### src/rtl/dpr_pkg.sv
// Shared types and constants for the simple dual-port RAM.
// Read latency follows the DPR_OUT_REG_EN build macro.
package dpr_pkg;

  typedef enum logic {
    StClear = 1'b0,
    StReady = 1'b1
  } dpr_state_e;

  localparam int unsigned DefaultDepth   = 64;
  localparam int unsigned DefaultClrLast = DefaultDepth - 1;

  // Last address the clear sequencer touches before handing over to users.
  function automatic int unsigned clr_last(input int unsigned depth);
    return depth - 1;
  endfunction

`ifdef DPR_OUT_REG_EN
  localparam int unsigned RdLatency = 2;
`else
  localparam int unsigned RdLatency = 1;
`endif

endpackage

### src/rtl/dpr_if.sv
// Request/response bundle for the dual-port RAM; the requester uses master, the RAM uses slave.
interface dpr_if #(
  parameter int unsigned WIDTH = 8,
  parameter int unsigned ADDR  = 6
);

  logic             cs;
  logic             wr_en;
  logic [ADDR-1:0]  wr_addr;
  logic [WIDTH-1:0] wr_data;
  logic             rd_en;
  logic [ADDR-1:0]  rd_addr;
  logic [WIDTH-1:0] rd_data;
  logic             rd_valid;
  logic             busy;
  logic             acc_err;

  modport master (
    output cs, wr_en, wr_addr, wr_data, rd_en, rd_addr,
    input  rd_data, rd_valid, busy, acc_err
  );

  modport slave (
    input  cs, wr_en, wr_addr, wr_data, rd_en, rd_addr,
    output rd_data, rd_valid, busy, acc_err
  );

endinterface

### src/rtl/dpr_clear_ctrl.sv
// Post-reset clear sequencer: walks every address writing zero, then releases the array.
module dpr_clear_ctrl
  import dpr_pkg::*;
#(
  parameter int unsigned DEPTH = 64,
  parameter int unsigned ADDR  = 6
) (
  input  logic            clk,
  input  logic            rst,
  output logic            busy,
  output logic            clr_we,
  output logic [ADDR-1:0] clr_addr
);

  localparam logic [ADDR-1:0] ClrLast = ADDR'(clr_last(DEPTH));

  dpr_state_e      state_q, state_d;
  logic [ADDR-1:0] cnt_q, cnt_d;

  always_ff @(posedge clk) begin
    if (rst) begin
      state_q <= StClear;
      cnt_q   <= '0;
    end else begin
      state_q <= state_d;
      cnt_q   <= cnt_d;
    end
  end

  always_comb begin
    state_d = state_q;
    cnt_d   = cnt_q;
    busy    = 1'b1;
    clr_we  = 1'b0;
    case (state_q)
      StClear: begin
        clr_we = 1'b1;
        if (cnt_q == ClrLast) begin
          state_d = StReady;
        end else begin
          cnt_d = cnt_q + 1'b1;
        end
      end
      StReady: begin
        busy = 1'b0;
      end
      default: begin
        state_d = StClear;
      end
    endcase
  end

  assign clr_addr = cnt_q;

endmodule

### src/rtl/dual_port_ram.sv
// Simple dual-port synchronous RAM with write-first bypass and a post-reset clear sequence.
// Define DPR_OUT_REG_EN to add a second read output register stage.
module dual_port_ram
  import dpr_pkg::*;
#(
  parameter int unsigned WIDTH = 8,
  parameter int unsigned DEPTH = 64,
  parameter int unsigned ADDR  = 6
) (
  input logic   clk,
  input logic   rst,
  dpr_if.slave  bus
);

  logic             busy;
  logic             clr_we;
  logic [ADDR-1:0]  clr_addr;

  dpr_clear_ctrl #(
    .DEPTH (DEPTH),
    .ADDR  (ADDR)
  ) u_clear_ctrl (
    .clk      (clk),
    .rst      (rst),
    .busy     (busy),
    .clr_we   (clr_we),
    .clr_addr (clr_addr)
  );

  logic wr_req, rd_req, wr_in_range, rd_in_range, wr_ok, rd_ok, err_d, bypass;

  assign wr_req      = bus.cs & bus.wr_en;
  assign rd_req      = bus.cs & bus.rd_en;
  assign wr_in_range = 32'(bus.wr_addr) < DEPTH;
  assign rd_in_range = 32'(bus.rd_addr) < DEPTH;
  assign wr_ok       = wr_req & ~busy & wr_in_range;
  assign rd_ok       = rd_req & ~busy & rd_in_range;
  // Each port is judged on its own; a bad port does not block a legal one.
  assign err_d       = (wr_req | rd_req) &
                       (busy | (wr_req & ~wr_in_range) | (rd_req & ~rd_in_range));
  assign bypass      = wr_ok & (bus.wr_addr == bus.rd_addr);

  logic [WIDTH-1:0] mem [DEPTH];
  logic             mem_we;
  logic [ADDR-1:0]  mem_addr;
  logic [WIDTH-1:0] mem_wdata;

  // Clear owns the write port while it runs.
  always_comb begin
    mem_we    = clr_we | wr_ok;
    mem_addr  = bus.wr_addr;
    mem_wdata = bus.wr_data;
    if (clr_we) begin
      mem_addr  = clr_addr;
      mem_wdata = '0;
    end
  end

  always_ff @(posedge clk) begin
    if (mem_we) begin
      mem[mem_addr] <= mem_wdata;
    end
  end

  logic [WIDTH-1:0] rd_data_q;
  logic             rd_valid_q;
  logic             acc_err_q;

  always_ff @(posedge clk) begin
    if (rst) begin
      rd_data_q  <= '0;
      rd_valid_q <= 1'b0;
      acc_err_q  <= 1'b0;
    end else begin
      rd_valid_q <= rd_ok;
      acc_err_q  <= err_d;
      if (rd_ok) begin
        rd_data_q <= bypass ? bus.wr_data : mem[bus.rd_addr];
      end
    end
  end

`ifdef DPR_OUT_REG_EN
  logic [WIDTH-1:0] out_data_q;
  logic             out_valid_q;

  always_ff @(posedge clk) begin
    if (rst) begin
      out_data_q  <= '0;
      out_valid_q <= 1'b0;
    end else begin
      out_data_q  <= rd_data_q;
      out_valid_q <= rd_valid_q;
    end
  end

  assign bus.rd_data  = out_data_q;
  assign bus.rd_valid = out_valid_q;
`else
  assign bus.rd_data  = rd_data_q;
  assign bus.rd_valid = rd_valid_q;
`endif

  assign bus.busy    = busy;
  assign bus.acc_err = acc_err_q;

endmodule
### src/flat_wrapper.sv
// flat-port wrapper written by rule: the top's interface ports become plain ports
module dual_port_ram_flat import dpr_pkg::*;
#(
  parameter int unsigned WIDTH = 8,
  parameter int unsigned DEPTH = 64,
  parameter int unsigned ADDR  = 6
)
  (clk, rst, bus_cs, bus_wr_en, bus_wr_addr, bus_wr_data, bus_rd_en, bus_rd_addr, bus_rd_data, bus_rd_valid, bus_busy, bus_acc_err);
  dpr_if #(.WIDTH(WIDTH), .ADDR(ADDR)) bus_i ();
  input logic clk;
  input logic rst;
  input wire logic [$bits(bus_i.cs)-1:0] bus_cs;
  input wire logic [$bits(bus_i.wr_en)-1:0] bus_wr_en;
  input wire logic [$bits(bus_i.wr_addr)-1:0] bus_wr_addr;
  input wire logic [$bits(bus_i.wr_data)-1:0] bus_wr_data;
  input wire logic [$bits(bus_i.rd_en)-1:0] bus_rd_en;
  input wire logic [$bits(bus_i.rd_addr)-1:0] bus_rd_addr;
  output wire logic [$bits(bus_i.rd_data)-1:0] bus_rd_data;
  output wire logic [$bits(bus_i.rd_valid)-1:0] bus_rd_valid;
  output wire logic [$bits(bus_i.busy)-1:0] bus_busy;
  output wire logic [$bits(bus_i.acc_err)-1:0] bus_acc_err;
  assign bus_i.cs = bus_cs;
  assign bus_i.wr_en = bus_wr_en;
  assign bus_i.wr_addr = bus_wr_addr;
  assign bus_i.wr_data = bus_wr_data;
  assign bus_i.rd_en = bus_rd_en;
  assign bus_i.rd_addr = bus_rd_addr;
  assign bus_rd_data = bus_i.rd_data;
  assign bus_rd_valid = bus_i.rd_valid;
  assign bus_busy = bus_i.busy;
  assign bus_acc_err = bus_i.acc_err;
  dual_port_ram #(.WIDTH(WIDTH), .DEPTH(DEPTH), .ADDR(ADDR)) u_core (.clk(clk), .rst(rst), .bus(bus_i));
endmodule
### config.mk
export PLATFORM = sky130hd
export DESIGN_NAME = dual_port_ram_flat
export DESIGN_NICKNAME = d
export VERILOG_FILES = /design/src/rtl/dpr_pkg.sv /design/src/rtl/dpr_if.sv /design/src/rtl/dpr_clear_ctrl.sv /design/src/rtl/dual_port_ram.sv /design/src/flat_wrapper.sv
export SDC_FILE = /design/constraint.sdc
export NUM_CORES = 1
export LEC_CHECK = 0
export CORE_AREA = 2 2 176 307
export CTS_CLUSTER_DIAMETER = 50
export DETAILED_ROUTE_END_ITERATION = 12
export DIE_AREA = 0 0 178 309
export GPL_TIMING_DRIVEN = 0
export MAX_ROUTING_LAYER = met4
export PLACE_DENSITY_LB_ADDON = 0.05
export RECOVER_POWER = 50
export SYNTH_ARGS = -nofsm -noshare
export SYNTH_HDL_FRONTEND = slang
export SYNTH_SLANG_ARGS = --single-unit
### constraint.sdc
create_clock -name clk -period 5.06 [get_ports clk]
set_input_delay 0.506 -clock clk [delete_from_list [all_inputs] [get_ports clk]]
set_output_delay 0.506 -clock clk [all_outputs]
set_load 0.02 [all_outputs]
==> summary.txt <==
Clock network
  – Post-cts resize count: 0
  – Num Clock Sinks: 529
  – CTS Buf Count: 50
  – CTS max path bufs: 3
  – Post-CTS Setup Bufs: 0
  – Hold-fix buffers, CTS: 0
  – Clk pin slew, worst setup/hold paths: 0.07 ns
  – Max H-tree Level: 2
  – Clk_lat worst skew: 0.59 ns
  – CTS tree: built
  – CTS Root Cell: clkbuf_16

Synth
  – Adder-cell share of the synthesized area: 0.000601
  – Top FF cell, synth: edfxtp_1
  – Largest family of logic cells by synthesized area: multiplexers
  – Synth Cell Area: 20800 µm²
  – Post-Synth XOR/XNOR Area: 0.00337
  – Yosys cell types: 51
  – Yosys warns: 0
  – Gate Count Post-Synth: 1053
  – Post-synthesis compound-gate area fraction: 0.0328
  – Async SR Flop Fraction: 0
  – Register bit total from synthesis: 529
  – Post-Synth Simple-Gate Area: 0.0391
  – Mux cell area share after synthesis: 0.155
  – Syn_nets: 1079
  – Post-Syn Area per Cell: 19.8 µm²
  – Register area share after synthesis: 0.755
  – Post-synth EDFFs: 512

Setup path
  – Critical path cell sequence: clkbuf_1 > clkbuf_1 > clkbuf_1 > clkbuf_1 > and2_0
  – Max incr delay on CP: 1.60 ns
  – Crit path launch type: flop
  – Max Fanout on Critical Path: 33
  – Setup crit end kind: flop
  – Critical Path RT: 5.12 ns
  – Crit path DAT: 4.14 ns
  – CP dominant cell by count: clkbuf_1
  – FF-to-FF path depth: 5
  – CP Class: reg -> reg
  – Buf/Inv on CP: 4
  – Crit-path slowest cell: and2_0
  – Crit path max-delay family: buffers and inverters
  – Critical path depth: 5

Cells and area
  – Final instance area: 23700 µm²
  – Commonest non-fill, non-tap cell in the layout: edfxtp_1
  – Filler-free cell count of the finished design: 1862
  – Fin util: 0.452
  – Filler instances: 4484
  – Most frequent cells in the layout: 512 x edfxtp_1, 119 x mux4_2, 96 x nor2_1, 53 x clkbuf_16, 48 x mux2i_1
  – Final layout net count: 1167
  – Layout area overhead: 13.7%
  – Share of layout cells above drive strength 1: 0.201

Run
  – Total of max-cap violations: 3

STA
  – Min Clock Period, post-route: 4.08 ns
  – Slew headroom: -0.390
  – Slew Limit Fails: 91
  – Final hold slack: 0.356 ns
  – Final hold vios: 0
  – Setup violations, final: 0
  – Final WS setup: 0.983 ns
  – Worst Tran Pin Value: 2.08 ns
  – TNS Setup: 0 ns
  – Fmax: 245 MHz
  – Final Skew: 0.0316 ns
  – RSZ-0062 raised after global routing: false
  – Final Cycle Share: 0.806

Floorplanning
  – Die extent in x: 178 µm
  – Die height: 309 µm
  – IO Pins: 36
  – Full die area: 55000 µm²
  – Initial Util: 0.398
  – Standard-cell row count: 111
  – Core Area: 52400 µm²

Place
  – Dpl ws: 1.10 ns
  – Routability cong.: 0.882
  – Post-DP Area: 22100 µm²
  – Port bufs: 28
  – Placed Instances: 1767
  – DPL Wire Length: 41900 µm

Status
  – Status: finished with violations
  – Failing checks: capacitance limit, slew limit

Routing
  – Vias post-DR: 10600
  – Routed Antenna Nets: 0
  – Final wirelength: 59500 µm
  – DR WL/cell: 32.0 µm
  – DRC: 0
  – Total iterations of the first detailed-routing run: 5
  – DR iter-0 viols: 898
  – Via density: 5.67

Global routing
  – Grt ovf: 0
  – Wire length of the first global-routing pass: 84000 µm
  – Initial antenna violation count: 2
  – Vias in the first global route: 11200
  – Total track usage: 0.230
  – Largest net degree at the start of global routing: 51

Power and ir drop
  – Sw Ratio: 0.217
  – VDD IR-drop max: 0.312 mV
  – Sw power: 1.91 mW
  – Flop pwr share: 0.541
  – Cell-internal power: 6.90 mW
  – Power, Total: 8.81 mW
  – Leakage power: 7.87 nW
  – PwrDens: 372 nW/µm²
  – Clock network fraction of total power: 0.409
  – Comb power frac: 0.050

Hold path
  – Type of the most critical hold path: in -> reg
  – Hold depth: 2
[cells by family (layout without fill, tap and decap cells)]
logic type,Yosys count,after routing
AO/OA/AOI/OAI,102,102
XOR/XNOR,8,8
adder cells (fa/ha/maj),1,1
buffers and inverters,59,188
flip-flops,529,529
multiplexers,172,172
other,0,2
AND/OR/NAND/NOR,182,182
[power by group through the flow]
stage,Combinational (mW),Sequential [mW],Clock [mW]
after global routing,0.464,4.76,3.84
final,0.442,4.76,3.61
after global placement,0.449,4.86,0
after detailed placement,0.448,4.86,0
after CTS,0.450,4.76,3.68
after floorplan,0.261,4.86,0
[synthesized netlist by cell type, drive strengths merged, types with 2 or more instances]
master,number,share of area
a21oi,16,0.0038
a221o,7,0.0034
a221oi,4,0.0017
a22o,3,0.0013
a22oi,8,0.0029
a31oi,2,0.00060
and2,17,0.0051
buf,33,0.010
clkbuf,21,0.0038
dfxtp,17,0.016
edfxtp,512,0.74
inv,4,0.00072
mux2,5,0.0027
mux2i,48,0.023
mux4,119,0.13
nand2,34,0.0061
nand2b,4,0.0012
nand3,13,0.0031
nor2,96,0.017
nor2b,5,0.0015
nor3,2,0.00048
nor4b,2,0.00084
o2111ai,4,0.0017
o21ai,22,0.0053
o22ai,22,0.0066
o31ai,5,0.0018
o32a,2,0.00096
o32ai,2,0.00084
or3b,2,0.00084
xnor2,3,0.0013
xor2,5,0.0021
[layout make-up]
class	count	area, µm²	area share
Sequential cell	529	15700	0.664
Buffer	54	287	0.0121
Multi-Input combinational cell	465	4800	0.203
Timing Repair Buffer	36	440	0.0186
Clock buffer	66	1430	0.0602
Clock inverter	27	126	0.00534
Inverter	5	18.8	0.000793
Antenna cell	2	5.00	0.000211
Tap cell	678	848	0.0358
[sequential cells by signal, summed over array words and instances (netlist names)]
name and cells:
u_core.mem 512, u_core.bus.rd_data 8, u_core.u_clear_ctrl.clr_addr 6, u_core.bus.acc_err 1, u_core.bus.rd_valid 1, u_core.u_clear_ctrl.state_q 1
[per-layer routing]
metal / track usage / vias to the layer above / part of all wire
met5: - / - / 0
met4: 0.0963 / 0 / 0.046
met3: 0.0250 / 109 / 0.036
met2: 0.413 / 265 / 0.55
met1: 0.259 / 5704 / 0.37
li1: - / 4487 / -
[final timing paths]
path | from | endpoint | slack, ns
setup / recovery | u_core.u_clear_ctrl.state_q | u_core.mem[50][0] | 0.98
hold / removal | rst | u_core.u_clear_ctrl.state_q | 0.36
setup reg to reg | u_core.u_clear_ctrl.state_q | u_core.mem[50][0] | 0.98
hold reg to reg | u_core.bus.rd_data[1] | u_core.bus.rd_data[1] | 0.55
Note: power is estimated with default switching activity, not from simulation.
